--- src/rtl/uart_pkg.sv ---
// Shared UART definitions: frame width, receiver FSM states and baud divisor helper.
package uart_pkg;

  localparam int WIDTH = 8;

  typedef enum logic [2:0] {
    WAIT_IDLE,
    IDLE,
    START,
    DATA,
    STOP
  } rx_state_t;

  function automatic int clks_per_bit(input int clk_freq, input int baud);
    return clk_freq / baud;
  endfunction

endpackage

--- src/rtl/rx_pipe_if.sv ---
// Consumer-side bus of rx_pipe: FIFO head, status, sticky flags and receiver state.
interface rx_pipe_if;
  import uart_pkg::*;

  // pop_front is a one-cycle strobe honoured only while empty is low; data_out is
  // the FIFO head and is meaningful only while empty is low.
  logic             pop_front;
  logic             err_clear;
  logic [WIDTH-1:0] data_out;
  logic             empty;
  logic             full;
  logic             overflow;
  logic             frame_error;
  rx_state_t        dbg_state;

  modport master (
    output pop_front, err_clear,
    input  data_out, empty, full, overflow, frame_error, dbg_state
  );

  modport slave (
    input  pop_front, err_clear,
    output data_out, empty, full, overflow, frame_error, dbg_state
  );

endinterface

--- src/rtl/uart_rx.sv ---
// 8N1 UART receiver: 2-flop synchroniser, framing FSM, bit timer and shift register.
module uart_rx
  import uart_pkg::*;
#(
  parameter int CLK_FREQ = 12_000_000,
  parameter int BAUD     = 9_600
) (
  input  logic             clk,
  input  logic             rst,
  input  logic             rx,
  output logic [WIDTH-1:0] rx_data,
  output logic             rx_valid,
  output logic             rx_frame_err,
  output rx_state_t        dbg_state
);

  localparam int CPB = clks_per_bit(CLK_FREQ, BAUD);
  localparam int CW  = $clog2(CPB);
  localparam logic [CW-1:0] CNT_FULL = CW'(CPB - 1);
  localparam logic [CW-1:0] CNT_HALF = CW'(CPB / 2 - 1);

  logic             sync1_q, sync2_q;
  rx_state_t        state_q, state_d;
  logic [CW-1:0]    cnt_q, cnt_d;
  logic [2:0]       bit_idx_q, bit_idx_d;
  logic [WIDTH-1:0] shift_q, shift_d;
  logic             valid_q, valid_d;
  logic             ferr_q, ferr_d;
  logic             rxs;
  logic             expire;

  assign rxs    = sync2_q;
  assign expire = (cnt_q == '0);

  always_comb begin
    state_d   = state_q;
    cnt_d     = expire ? cnt_q : cnt_q - CW'(1);
    bit_idx_d = bit_idx_q;
    shift_d   = shift_q;
    valid_d   = 1'b0;
    ferr_d    = 1'b0;
    unique case (state_q)
      // The line must read high for a full bit time; the synchroniser's reset
      // value alone must not release a receiver that came out of reset mid-frame.
      WAIT_IDLE: begin
        if (!rxs)        cnt_d   = CNT_FULL;
        else if (expire) state_d = IDLE;
      end
      IDLE: begin
        if (!rxs) begin
          state_d = START;
          cnt_d   = CNT_HALF;
        end
      end
      START: begin
        if (expire) begin
          if (!rxs) begin
            state_d   = DATA;
            cnt_d     = CNT_FULL;
            bit_idx_d = 3'd0;
          end else begin
            state_d = IDLE;
          end
        end
      end
      DATA: begin
        if (expire) begin
          shift_d   = {rxs, shift_q[WIDTH-1:1]};
          cnt_d     = CNT_FULL;
          bit_idx_d = bit_idx_q + 3'd1;
          if (bit_idx_q == 3'd7) state_d = STOP;
        end
      end
      STOP: begin
        if (expire) begin
          if (rxs) begin
            valid_d = 1'b1;
            state_d = IDLE;
          end else begin
            ferr_d  = 1'b1;
            state_d = WAIT_IDLE;
            cnt_d   = CNT_FULL;
          end
        end
      end
      default: state_d = WAIT_IDLE;
    endcase
  end

  always_ff @(posedge clk or negedge rst) begin
    if (!rst) begin
      sync1_q   <= 1'b1;
      sync2_q   <= 1'b1;
      state_q   <= WAIT_IDLE;
      cnt_q     <= CNT_FULL;
      bit_idx_q <= 3'd0;
      shift_q   <= '0;
      valid_q   <= 1'b0;
      ferr_q    <= 1'b0;
    end else begin
      sync1_q   <= rx;
      sync2_q   <= sync1_q;
      state_q   <= state_d;
      cnt_q     <= cnt_d;
      bit_idx_q <= bit_idx_d;
      shift_q   <= shift_d;
      valid_q   <= valid_d;
      ferr_q    <= ferr_d;
    end
  end

  assign rx_data      = shift_q;
  assign rx_valid     = valid_q;
  assign rx_frame_err = ferr_q;
  assign dbg_state    = state_q;

endmodule

--- src/rtl/rx_pipe.sv ---
// UART receive path: uart_rx feeding a first-word-fall-through byte FIFO with
// sticky overflow and framing-error flags.
module rx_pipe
  import uart_pkg::*;
#(
  parameter int CLK_FREQ = 12_000_000,
  parameter int BAUD     = 9_600,
  parameter int DEPTH    = 16
) (
  input  logic     clk,
  input  logic     rst,
  input  logic     rx,
  rx_pipe_if.slave bus
);

  localparam int AW = $clog2(DEPTH);
  localparam logic [AW:0] FULL_CNT = (AW+1)'(DEPTH);

  logic [WIDTH-1:0] rx_data;
  logic             rx_valid;
  logic             rx_frame_err;

  uart_rx #(
    .CLK_FREQ (CLK_FREQ),
    .BAUD     (BAUD)
  ) u_rx (
    .clk          (clk),
    .rst          (rst),
    .rx           (rx),
    .rx_data      (rx_data),
    .rx_valid     (rx_valid),
    .rx_frame_err (rx_frame_err),
    .dbg_state    (bus.dbg_state)
  );

  logic [WIDTH-1:0] mem_q [DEPTH];
  logic [AW-1:0]    wr_ptr_q, wr_ptr_d;
  logic [AW-1:0]    rd_ptr_q, rd_ptr_d;
  logic [AW:0]      count_q, count_d;
  logic             empty_q, empty_d;
  logic             full_q, full_d;
  logic             overflow_q, overflow_d;
  logic             frame_error_q, frame_error_d;
  logic             do_push, do_pop, drop;

  // A pop on a full FIFO frees the slot the simultaneous push lands in.
  always_comb begin
    do_pop        = bus.pop_front && !empty_q;
    do_push       = rx_valid && (!full_q || do_pop);
    drop          = rx_valid && full_q && !do_pop;
    wr_ptr_d      = do_push ? wr_ptr_q + AW'(1) : wr_ptr_q;
    rd_ptr_d      = do_pop  ? rd_ptr_q + AW'(1) : rd_ptr_q;
    count_d       = count_q + (AW+1)'(do_push) - (AW+1)'(do_pop);
    empty_d       = (count_d == '0);
    full_d        = (count_d == FULL_CNT);
    overflow_d    = drop | (overflow_q & ~bus.err_clear);
    frame_error_d = rx_frame_err | (frame_error_q & ~bus.err_clear);
  end

  always_ff @(posedge clk or negedge rst) begin
    if (!rst) begin
      wr_ptr_q      <= '0;
      rd_ptr_q      <= '0;
      count_q       <= '0;
      empty_q       <= 1'b1;
      full_q        <= 1'b0;
      overflow_q    <= 1'b0;
      frame_error_q <= 1'b0;
    end else begin
      wr_ptr_q      <= wr_ptr_d;
      rd_ptr_q      <= rd_ptr_d;
      count_q       <= count_d;
      empty_q       <= empty_d;
      full_q        <= full_d;
      overflow_q    <= overflow_d;
      frame_error_q <= frame_error_d;
    end
  end

  always_ff @(posedge clk) begin
    if (do_push) mem_q[wr_ptr_q] <= rx_data;
  end

  // Storage is not reset, so the head is forced to zero while nothing is held.
  assign bus.data_out    = empty_q ? '0 : mem_q[rd_ptr_q];
  assign bus.empty       = empty_q;
  assign bus.full        = full_q;
  assign bus.overflow    = overflow_q;
  assign bus.frame_error = frame_error_q;

endmodule
--- src/flat_wrapper.sv ---
// flat-port wrapper written by rule: the top's interface ports become plain ports
module rx_pipe_flat import uart_pkg::*;
#(
  parameter int CLK_FREQ = 12_000_000,
  parameter int BAUD     = 9_600,
  parameter int DEPTH    = 16
)
  (clk, rst, rx, bus_pop_front, bus_err_clear, bus_data_out, bus_empty, bus_full, bus_overflow, bus_frame_error, bus_dbg_state);
  rx_pipe_if bus_i ();
  input  logic clk;
  input  logic rst;
  input  logic rx;
  input wire logic [$bits(bus_i.pop_front)-1:0] bus_pop_front;
  input wire logic [$bits(bus_i.err_clear)-1:0] bus_err_clear;
  output wire logic [$bits(bus_i.data_out)-1:0] bus_data_out;
  output wire logic [$bits(bus_i.empty)-1:0] bus_empty;
  output wire logic [$bits(bus_i.full)-1:0] bus_full;
  output wire logic [$bits(bus_i.overflow)-1:0] bus_overflow;
  output wire logic [$bits(bus_i.frame_error)-1:0] bus_frame_error;
  output wire logic [$bits(bus_i.dbg_state)-1:0] bus_dbg_state;
  assign bus_i.pop_front = bus_pop_front;
  assign bus_i.err_clear = bus_err_clear;
  assign bus_data_out = bus_i.data_out;
  assign bus_empty = bus_i.empty;
  assign bus_full = bus_i.full;
  assign bus_overflow = bus_i.overflow;
  assign bus_frame_error = bus_i.frame_error;
  assign bus_dbg_state = bus_i.dbg_state;
  rx_pipe #(.CLK_FREQ(CLK_FREQ), .BAUD(BAUD), .DEPTH(DEPTH)) u_core (.clk(clk), .rst(rst), .rx(rx), .bus(bus_i));
endmodule
--- config.mk ---
export PLATFORM = sky130hd
export DESIGN_NAME = rx_pipe_flat
export DESIGN_NICKNAME = d
export VERILOG_FILES = /design/src/rtl/uart_pkg.sv /design/src/rtl/rx_pipe_if.sv /design/src/rtl/uart_rx.sv /design/src/rtl/rx_pipe.sv /design/src/flat_wrapper.sv
export SDC_FILE = /design/constraint.sdc
export NUM_CORES = 1
export LEC_CHECK = 0
export ABC_AREA = 1
export CAP_MARGIN = 40
export CORE_MARGIN = 5
export CORE_UTILIZATION = 55
export DETAILED_ROUTE_END_ITERATION = 16
export GPL_TIMING_DRIVEN = 1
export PLACE_DENSITY_LB_ADDON = 0.3
export SLEW_MARGIN = 15
export SYNTH_ARGS = -nofsm -noshare
export SYNTH_HDL_FRONTEND = slang
export SYNTH_SLANG_ARGS = --single-unit
--- constraint.sdc ---
create_clock -name clk -period 2.5 [get_ports clk]
set_clock_uncertainty 0.15 [all_clocks]
set_input_delay 0.375 -clock clk [delete_from_list [all_inputs] [get_ports clk]]
set_output_delay 0.375 -clock clk [all_outputs]
set_load 0.1 [all_outputs]
==> reports/qor.txt <==
Outcome = complete, but fails checks
Failing checks = setup timing
Total vias in the final route = 5,315
Layout cells sized above 1 = 19.0%
CTS tree = built
Critical path origin = u_core.rd_ptr_q[0]
Hold Violations, Final = 0
Syn Area/Cell = 11.3 um^2
Tot GR Track Use = 21.2%
Drt first pass iters = 7
FF-to-FF Start = u_core.bus.empty
Fmax = 361 MHz
Critical hold path startpoint = rx
I/O Pins = 20
Die width = 128 um
Synth Cell Area = 7610 um^2
Power per cell area = 1240 nW/um^2
Wire length on met3 = 1070 um
Die Y = 128 um
First-pass GRT wire length = 26,400 um
CP max FO = 7
Critical path arrival = 2.24 ns
CTS sink cnt = 174
Initial Util = 55.5%
Yosys reg bits = 174
CTS buffer count = 17
RSZ-0062 raised after global routing = yes
H-tree Lvls = 4
Fin util = 66.8%
IO buf count = 19
Root Driver = clkbuf_16
Clk Latency, worst-skew pair = 0.42 ns
Met1 Wirelength = 7180 um
Routed Wire Length = 17,700 um
DRC = 0
Vias per std cell = 5.75
Shortest period the worst path allows = 2.77 ns
Hpwl dp = 10,600 um
CP endpoint kind = output pin
Distinct cells, synth = 36
CP Class = flip-flop to output pin
CTS max path bufs = 2
Footprint of the multi-input gates = 2320 um^2
Number of antenna violations at the first check in global routing = 0
Max cap viols = 0
Post-DRT Antenna Nets = 0
Row Count = 43
NumNets Final = 752
Synth Warn # = 0
Placed insts = 876
CTS clk-pin slew, worst paths = 0.07 ns
DR WL/cell = 19.1 um
# setup viols final = 8
Sequential area share after synthesis = 65.8%
Syn Nets = 697
Core area = 13,700 um^2
Tot Pwr = 0.0114 W
Post-route insts no fill = 924
Max Used Layer = met4
Antenna diode count = 0
Slew margin rel. = 45.3%
Gpl congestion = 0.874
Fin worst setup slack = -0.267 ns
Worst VDD drop = 0.831 mV
Met2 wire length = 8820 um
Vias in the first global route = 5,200
Full die area = 16,300 um^2
Fillers = 941
Pleak = 3.82 nW
Final TNS setup = -1.39 ns
Initial DRC count = 585
Final Max Slew Viols = 0
Final period util = 111%
Hold crit path type = input port to flip-flop
Cells after Synth = 676
Layout area overhead = 20.4%
Seq. cell area = 5010 um^2
Least-Margin Pin Slew = 0.820 ns
Largest net degree at the start of global routing = 47
Req. time, crit path = 1.98 ns
Startpoint Class = flip-flop
Total gr overflow = 0
-- final cells by class --
type / count / area share (%)
inverters: 48 / 2.14
multi-input cells: 426 / 25.3
clock buffers: 18 / 4.79
well taps: 180 / 2.46
repair buffers: 64 / 8.62
flip-flops and latches: 174 / 54.7
clock inverters: 14 / 2.02
-- logic make-up (layout without fill, tap and decap cells) --
family          count (synthesis)  count (layout)  share of synthesized area [%]
flops                         174             174                           65.8
buf+inv                        76             144                           4.75
xor+xnor                       13              13                           1.50
compound gates                138             138                           10.6
simple gates                  259             259                           14.6
fa+ha+maj                      16              16                           2.73
-- synth_stat cells (all sizes together) --
cell type | count | area share, %
a21oi | 15 | 0.99
or2 | 1 | 0.082
xor2 | 11 | 1.3
nand3 | 35 | 2.4
inv | 45 | 2.2
buf | 22 | 2.1
fa | 1 | 0.26
o21bai | 1 | 0.099
dfrtp | 38 | 12
o21ai | 84 | 5.6
o211ai | 33 | 3.3
nand2 | 68 | 3.4
nand4 | 10 | 0.82
nor2 | 139 | 7.5
a22o | 2 | 0.23
clkbuf | 6 | 0.31
o22ai | 1 | 0.082
ha | 15 | 2.5
a211oi | 2 | 0.33
xnor2 | 2 | 0.23
and3 | 1 | 0.082
edfxtp | 128 | 51
nor3 | 5 | 0.33
clkinv | 3 | 0.15
dfstp | 8 | 2.8
-- flip-flops by register name (all words and copies together) (netlist names), 3 cells and up --
| register | count |
|---|---|
| u_core.wr_ptr_q | 4 |
| u_core.u_rx.rx_data | 8 |
| u_core.mem_q | 128 |
| u_core.u_rx.dbg_state | 3 |
| u_core.u_rx.cnt_q | 11 |
| u_core.count_q | 5 |
| u_core.u_rx.bit_idx_q | 3 |
| u_core.rd_ptr_q | 4 |
-- critical path, cell delays in order (launching register included) --
cell and delay (ns):
dfrtp_2 0.42, buf_6 0.13, clkbuf_16 0.14, buf_8 0.12, o21ai_2 0.07, o211ai_1 0.23, nand3_1 0.19, a21oi_2 0.28
buf_12 0.21
-- through the flow --
step                      cell area [um^2]  worst slack [ns]  hold slack (ns)
after floorplan                       7680           -0.0357          -0.0706
after global placement                8220            -0.119            0.196
after detailed placement              8220            -0.182            0.197
after CTS                             8890            -0.111            0.184
after global routing                  9160            -0.286            0.180
final                                 9160            -0.267            0.198
-- layout by cell type, fill, tap and decap left out, types with 11 or more instances in the layout --
cell	instances
o21ai_1	21
clkbuf_16	23
nand3_1	34
inv_1	38
nand2_1	66
ha_1	13
dfrtp_1	36
o211ai_1	33
buf_4	33
nor2_1	130
o21ai_0	59
xor2_1	11
buf_12	13
edfxtp_1	128
-- layer usage --
layer  global-route usage [%]  vias to the layer above
met5                        0                        -
met4                     7.93                        0
met3                     5.10                       45
met2                     35.2                      220
met1                     27.2                     2570
li1                         -                     2480
-- path summary, 6_finish.rpt --
kind | end | slack (ns) | cells past startpoint
max reg2reg | u_core.bus.full | 0.20 | 9
min reg2reg | u_core.u_rx.rxs | 0.21 | 0
max in group asynchronous | u_core.bus.empty | 1.60 | 3
min in group asynchronous | u_core.u_rx.rx_data[5] | 0.31 | 3
min | u_core.u_rx.sync1_q | 0.20 | 1
max | bus_data_out[7] | -0.27 | 8
-- report_power, final --
| group | switching, W | internal (W) | leakage (nW) |
|---|---|---|---|
| logic | 0.00333 | 0.00198 | 1.46 |
| registers | 0.000121 | 0.00320 | 2.06 |
| clock network | 0.00112 | 0.00162 | 0.295 |
-- timing repair --
| item | 4_1_cts | 5_1_grt |
|---|---|---|
| gates cloned | 0 | 7 |
| endpoints found under the setup margin | 8 | 8 |
| pin swaps | 7 | 21 |
| endpoints found under the hold margin | 38 | 0 |
| resized for setup | 9 | 26 |
| hold buffers | 1 | 0 |
| setup buffers | 0 | 8 |
Power figures use the tool's default switching activity.
